==> src/rtl/alu_op_sequencer.sv <==
// alu_op_sequencer: control stage in front of the 8:1 ALU result mux.
// Accepts one opcode at a time over valid/ready, drives the mux select, and
// sequences MULT as LOAD + WIDTH shift-add STEP cycles + write-back.
// Optional build macro ALU_SEQ_ABORT_EN adds the abort input and aborted pulse.
// CNT_W must satisfy 2**CNT_W > WIDTH so WIDTH-1 fits in the step counter.
module alu_op_sequencer #(
    parameter int WIDTH = 32,
    parameter int CNT_W = 6
) (
    input  logic       clk,
    input  logic       rst_n,
    input  logic       req_valid,
    output logic       req_ready,
    input  logic [2:0] req_op,
    output logic [2:0] sel,
    output logic       mult_load,
    output logic       mult_step,
    output logic       res_we,
    output logic       done,
`ifdef ALU_SEQ_ABORT_EN
    input  logic       abort,
    output logic       aborted,
`endif
    output logic       busy
);

    typedef enum logic [2:0] {
        ST_IDLE = 3'd0,
        ST_EXEC = 3'd1,
        ST_LOAD = 3'd2,
        ST_STEP = 3'd3,
        ST_WB   = 3'd4
    } state_t;

    localparam logic [2:0]       OP_MULT   = 3'b111;
    localparam logic [CNT_W-1:0] CNT_START = CNT_W'(WIDTH - 1);

    state_t           r_state;
    state_t           w_state_next;
    logic [CNT_W-1:0] r_cnt;
    logic [CNT_W-1:0] w_cnt_next;
    logic [2:0]       r_sel;
    logic             w_idle;
    logic             w_accept;

    assign w_idle   = (r_state == ST_IDLE);
    assign w_accept = req_valid && w_idle;

`ifdef ALU_SEQ_ABORT_EN
    logic w_abort_hit;
    logic r_aborted;

    // Abort only matters while the multiplier is being driven.
    assign w_abort_hit = abort && ((r_state == ST_LOAD) || (r_state == ST_STEP));

    // One-cycle pulse in the cycle following the abort edge.
    always_ff @(posedge clk or negedge rst_n) begin
        if (!rst_n) begin
            r_aborted <= 1'b0;
        end else begin
            r_aborted <= w_abort_hit;
        end
    end

    assign aborted = r_aborted;
`endif

    // State, step counter and latched opcode.
    always_ff @(posedge clk or negedge rst_n) begin
        if (!rst_n) begin
            r_state <= ST_IDLE;
            r_cnt   <= '0;
            r_sel   <= '0;
        end else begin
            // NOTE: non-blocking so every register samples pre-edge values of the others.
            r_state <= w_state_next;
            r_cnt   <= w_cnt_next;
            if (w_accept) begin
                r_sel <= req_op;
            end
        end
    end

    // Next-state and counter update; MULT leaves STEP on the edge where the counter is 0.
    always_comb begin
        // NOTE: hold-current defaults first so no path leaves a target unassigned (no latch).
        w_state_next = r_state;
        w_cnt_next   = r_cnt;
        case (r_state)
            ST_IDLE: begin
                if (w_accept) begin
                    w_state_next = (req_op == OP_MULT) ? ST_LOAD : ST_EXEC;
                end
            end
            ST_EXEC: w_state_next = ST_IDLE;
            ST_LOAD: begin
                w_state_next = ST_STEP;
                w_cnt_next   = CNT_START;
            end
            ST_STEP: begin
                if (r_cnt == '0) begin
                    w_state_next = ST_WB;
                end else begin
                    w_cnt_next = r_cnt - CNT_W'(1);
                end
            end
            ST_WB:   w_state_next = ST_IDLE;
            default: begin
                w_state_next = ST_IDLE;
                w_cnt_next   = '0;
            end
        endcase
`ifdef ALU_SEQ_ABORT_EN
        if (w_abort_hit) begin
            w_state_next = ST_IDLE;
            w_cnt_next   = '0;
        end
`endif
    end

    // Outputs are pure decodes of registered state, so no input reaches an output combinationally.
    assign req_ready = w_idle;
    assign busy      = !w_idle;
    assign sel       = r_sel;
    assign mult_load = (r_state == ST_LOAD);
    assign mult_step = (r_state == ST_STEP);
    assign res_we    = (r_state == ST_EXEC) || (r_state == ST_WB);
    assign done      = res_we;

endmodule
==> config.mk <==
export PLATFORM = sky130hd
export DESIGN_NAME = alu_op_sequencer
export DESIGN_NICKNAME = d
export VERILOG_FILES = /design/src/rtl/alu_op_sequencer.sv
export SDC_FILE = /design/constraint.sdc
export NUM_CORES = 1
export LEC_CHECK = 0
export ABC_AREA = 0
export ABC_CLOCK_PERIOD_IN_PS = 2000
export BUFFER_PORTS_ARGS = -buffer_cell sky130_fd_sc_hd__clkbuf_2
export CORE_MARGIN = 2
export CORE_UTILIZATION = 52
export DETAILED_ROUTE_END_ITERATION = 10
export GPL_ROUTABILITY_DRIVEN = 0
export GPL_TIMING_DRIVEN = 0
export PLACE_DENSITY = 0.82
export SYNTH_ARGS = -nofsm -noshare
export SYNTH_HDL_FRONTEND = slang
export SYNTH_SLANG_ARGS = --single-unit
==> constraint.sdc <==
create_clock -name clk -period 2 [get_ports clk]
set_input_delay 0.2 -clock clk [delete_from_list [all_inputs] [get_ports clk]]
set_output_delay 0.2 -clock clk [all_outputs]
set_load 0.1 [all_outputs]
==> metrics.md <==
| Metric | Value |
|---|---|
| Max Fanout on Critical Path | 10 |
| Cell area reported after detailed placement | 873 sq um |
| Die extent in x | 42.0 um |
| Max Clk Rate | 530 MHz |
| Die Outline Area | 0.00177 sq mm |
| Antenna violations before repair | 0 |
| Number of max-capacitance violations reported | 0 |
| Hold Path Class | input port to flop |
| Detailed Routing Iterations Pass 1 | 4 |
| Count of final max-slew check failures | 0 |
| Summed instance area of the synthesized netlist | 752 sq um |
| Main combinational cell family by area after synthesis | simple AND/OR/NAND/NOR gates |
| # diodes | 0 |
| Clock Latency Late Sink | 0.27 ns |
| Final number of hold-violating endpoints | 0 |
| Critical path's largest stage delay | 0.46 ns |
| Required @ worst endpoint | 1.80 ns |
| Die Height | 42.0 um |
| Maximum number of pins on one net before global-route repair | 13 |
| Xor and xnor area share after synthesis | 1.16% |
| Complex-gate fraction of the synthesized area | 19.5% |
| Gr ovfl total | 0 |
| Outcome | finished clean |
| Avg Vias per Cell | 6.05 |
| Reg-to-reg startpoint | r_cnt[0] |
| Total half-perimeter wirelength after legalization and detailed placement | 1200 um |
| Crit Path Category | flop to output port |
| Summed area of non-filler cells in the final layout | 912 sq um |
| Distinct cells, synth | 36 |
| Detailed-route DRC error count | 0 |
| Total setup violations reported at the end of the flow | 0 |
| Fraction of layout cells with a size suffix above 1 | 32.3% |
| Average wire per cell in the routed design | 13.8 um |
| Quantity of I/O buffers inserted on ports | 14 |
| Hold path cells | 2 |
| Wire length of the first global-routing pass | 2600 um |
| Total global-route track usage | 19.3% |
| CTS buffer count | 3 |
| Kind of capture point of the worst setup path | output port |
| Launch point of the worst hold path | req_op[0] |
| TritonCTS clock tree | done |
| Area inside the core boundary | 0.00133 sq mm |
| Post-synthesis average cell area | 9.28 sq um |
| Violation count after the first detailed-route iteration | 17 |
| Net count reported at finish | 109 |
| Slew at the pin closest to its max-slew limit | 0.642 ns |
| Clock-pin slew on the worst setup and hold paths | 0.07 ns |
| Post-CTS setup buffers | 0 |
| Arrival time at the worst endpoint | 1.69 ns |
| Largest cells by area after synthesis | sky130_fd_sc_hd__dfrtp_1 (40%), sky130_fd_sc_hd__mux2_2 (4.5%), sky130_fd_sc_hd__inv_1 (3.5%) |
| Share of synthesized cell area in and, or, nand and nor gates | 22.1% |
| Area share of fa/ha/maj cells after synthesis | 3.33% |
| Vias in the first global route | 624 |
| Drt total wl | 1580 um |
| Fill cell count | 113 |
| CP max-delay cell | sky130_fd_sc_hd__clkbuf_2 |
| Synthesized Nets | 89 |
| Slew margin rel. | 56.6% |
| Detail Route Antenna Nets | 0 |
| Reg2Reg Depth | 5 |
| Starting density of the core | 56.4% |
| Clk sinks | 12 |
| Deepest clock path buffer count | 2 |
| Synth-to-Final Area Change | 21.3% |
| H-tree depth | 1 |
| Share of Yosys cell area claimed by the top area cell type | 39.9% |
| CTS root buffer | sky130_fd_sc_hd__clkbuf_4 |
| Crit share post-route | 94.4% |
| Standard-cell row count | 13 |
| I/O pin count | 15 |
| Critical Path Source | r_state[2] |
| Finished Core Util | 68.4% |
| Ordered cell list for the critical path | buf_2, nand2b_1, nor2_1, clkbuf_2 |
| Total of flip-flops plus latches after synthesis | 12 |
| Max Clock Skew | 0.00634 ns |
| Largest area contributor in the synthesized netlist | sky130_fd_sc_hd__dfrtp_1 |
| Sort of element at the start of the critical path | flop |
| Min Clock Period, post-route | 1.89 ns |
| Setup TNS Final | 0 ns |
| Worst hold slack | 0.202 ns |
| Unrepaired setup endpoints after global routing | no |
| Yosys warns | 0 |
| DR vias | 690 |
| Count of mapped cells out of synthesis | 81 |
| Fraction of synthesized area in multiplexers | 5.82% |
| Sequential-to-total area share from yosys stat | 39.9% |
[synthesized netlist by cell type (all sizes together)]
cell      n
mux2i     1
o2bb2ai   1
dfrtp    12
or4       1
nand3     2
nand4bb   1
o31ai     1
nor4      3
a21oi     5
nor4b     1
a32oi     1
a41oi     1
a221oi    1
o21ai     4
clkbuf    4
xnor2     1
mux2      3
buf       3
nand2     2
a311o     2
nor2      7
o32ai     1
nand4     1
and2      1
nor2b     1
or4b      2
inv       7
a22oi     1
or3b      1
nand2b    3
a211oi    2
ha        2
or2       1
o211ai    1
[what timing repair did]
| item | in CTS | in global routing |
|---|---|---|
| setup endpoints to repair | 2 | 0 |
| hold buffers | 1 | 0 |
| endpoints found under the hold margin | 12 | 0 |
| resized for setup | 3 | 0 |
[worst max-delay path: cells and delay by family (launching register included)]
kind	cells	cell delay (ns)
buf+inv	2	0.63
simple gates	2	0.41
flops	1	0.36
[metrics by stage]
stage	instances	setup slack [ns]
floorplan	81	-0.188
global placement	110	0.154
detailed placement	110	0.143
CTS	114	0.101
global route	114	0.0140
finish	114	0.112
[path summary, 6_finish.rpt]
check | slack, ns | end
setup / recovery | 0.11 | mult_load
hold / removal | 0.20 | sel[0]
setup reg to reg | 0.17 | r_cnt[4]
hold reg to reg | 0.51 | sel[2]
max in group asynchronous | 1.42 | r_state[1]
min in group asynchronous | 0.34 | r_cnt[1]
[cells by family (layout without fill, tap and decap cells)]
kind of cell / after synthesis / in the layout
compound gates: 21 / 21
xor+xnor: 1 / 1
fa+ha+maj: 2 / 2
buf+inv: 14 / 32
flops: 12 / 12
mux: 4 / 4
simple gates: 27 / 27
[routing by layer]
layer  vias up  wire (um)  track usage, %  part of all wire, %
met4         0         31            10.0                  2.0
met1       327        733            25.5                   47
met5         -          0               0                    0
met2        19        754            30.9                   48
li1        339          -               -                    -
met3         5         55            2.59                  3.5
[cell type report]
class,instances,area [sq um],area share (%)
Buffer,7,36.3,3.98
Clock buffer,3,22.5,2.47
Inverter,7,30.0,3.29
Timing Repair Buffer,15,85.1,9.33
Multi-Input combinational cell,55,419,46.0
Tap cell,15,18.8,2.06
Sequential cell,12,300,32.9
[placed cells by master, fill, tap and decap left out, types with 4 or more instances in the layout]
master / count
sky130_fd_sc_hd__nor2_1: 5
sky130_fd_sc_hd__dfrtp_1: 12
sky130_fd_sc_hd__clkbuf_2: 13
sky130_fd_sc_hd__clkbuf_4: 5
sky130_fd_sc_hd__o21ai_0: 4
sky130_fd_sc_hd__a21oi_1: 5
sky130_fd_sc_hd__inv_1: 6
[sequential cells by signal (all words and copies together), names as in the netlist]
| register | count |
|---|---|
| r_cnt | 6 |
| r_state | 3 |
| sel | 3 |
Power is not shown: default switching activity piles up to over one toggle a cycle in this logic, so the estimate is an artifact.
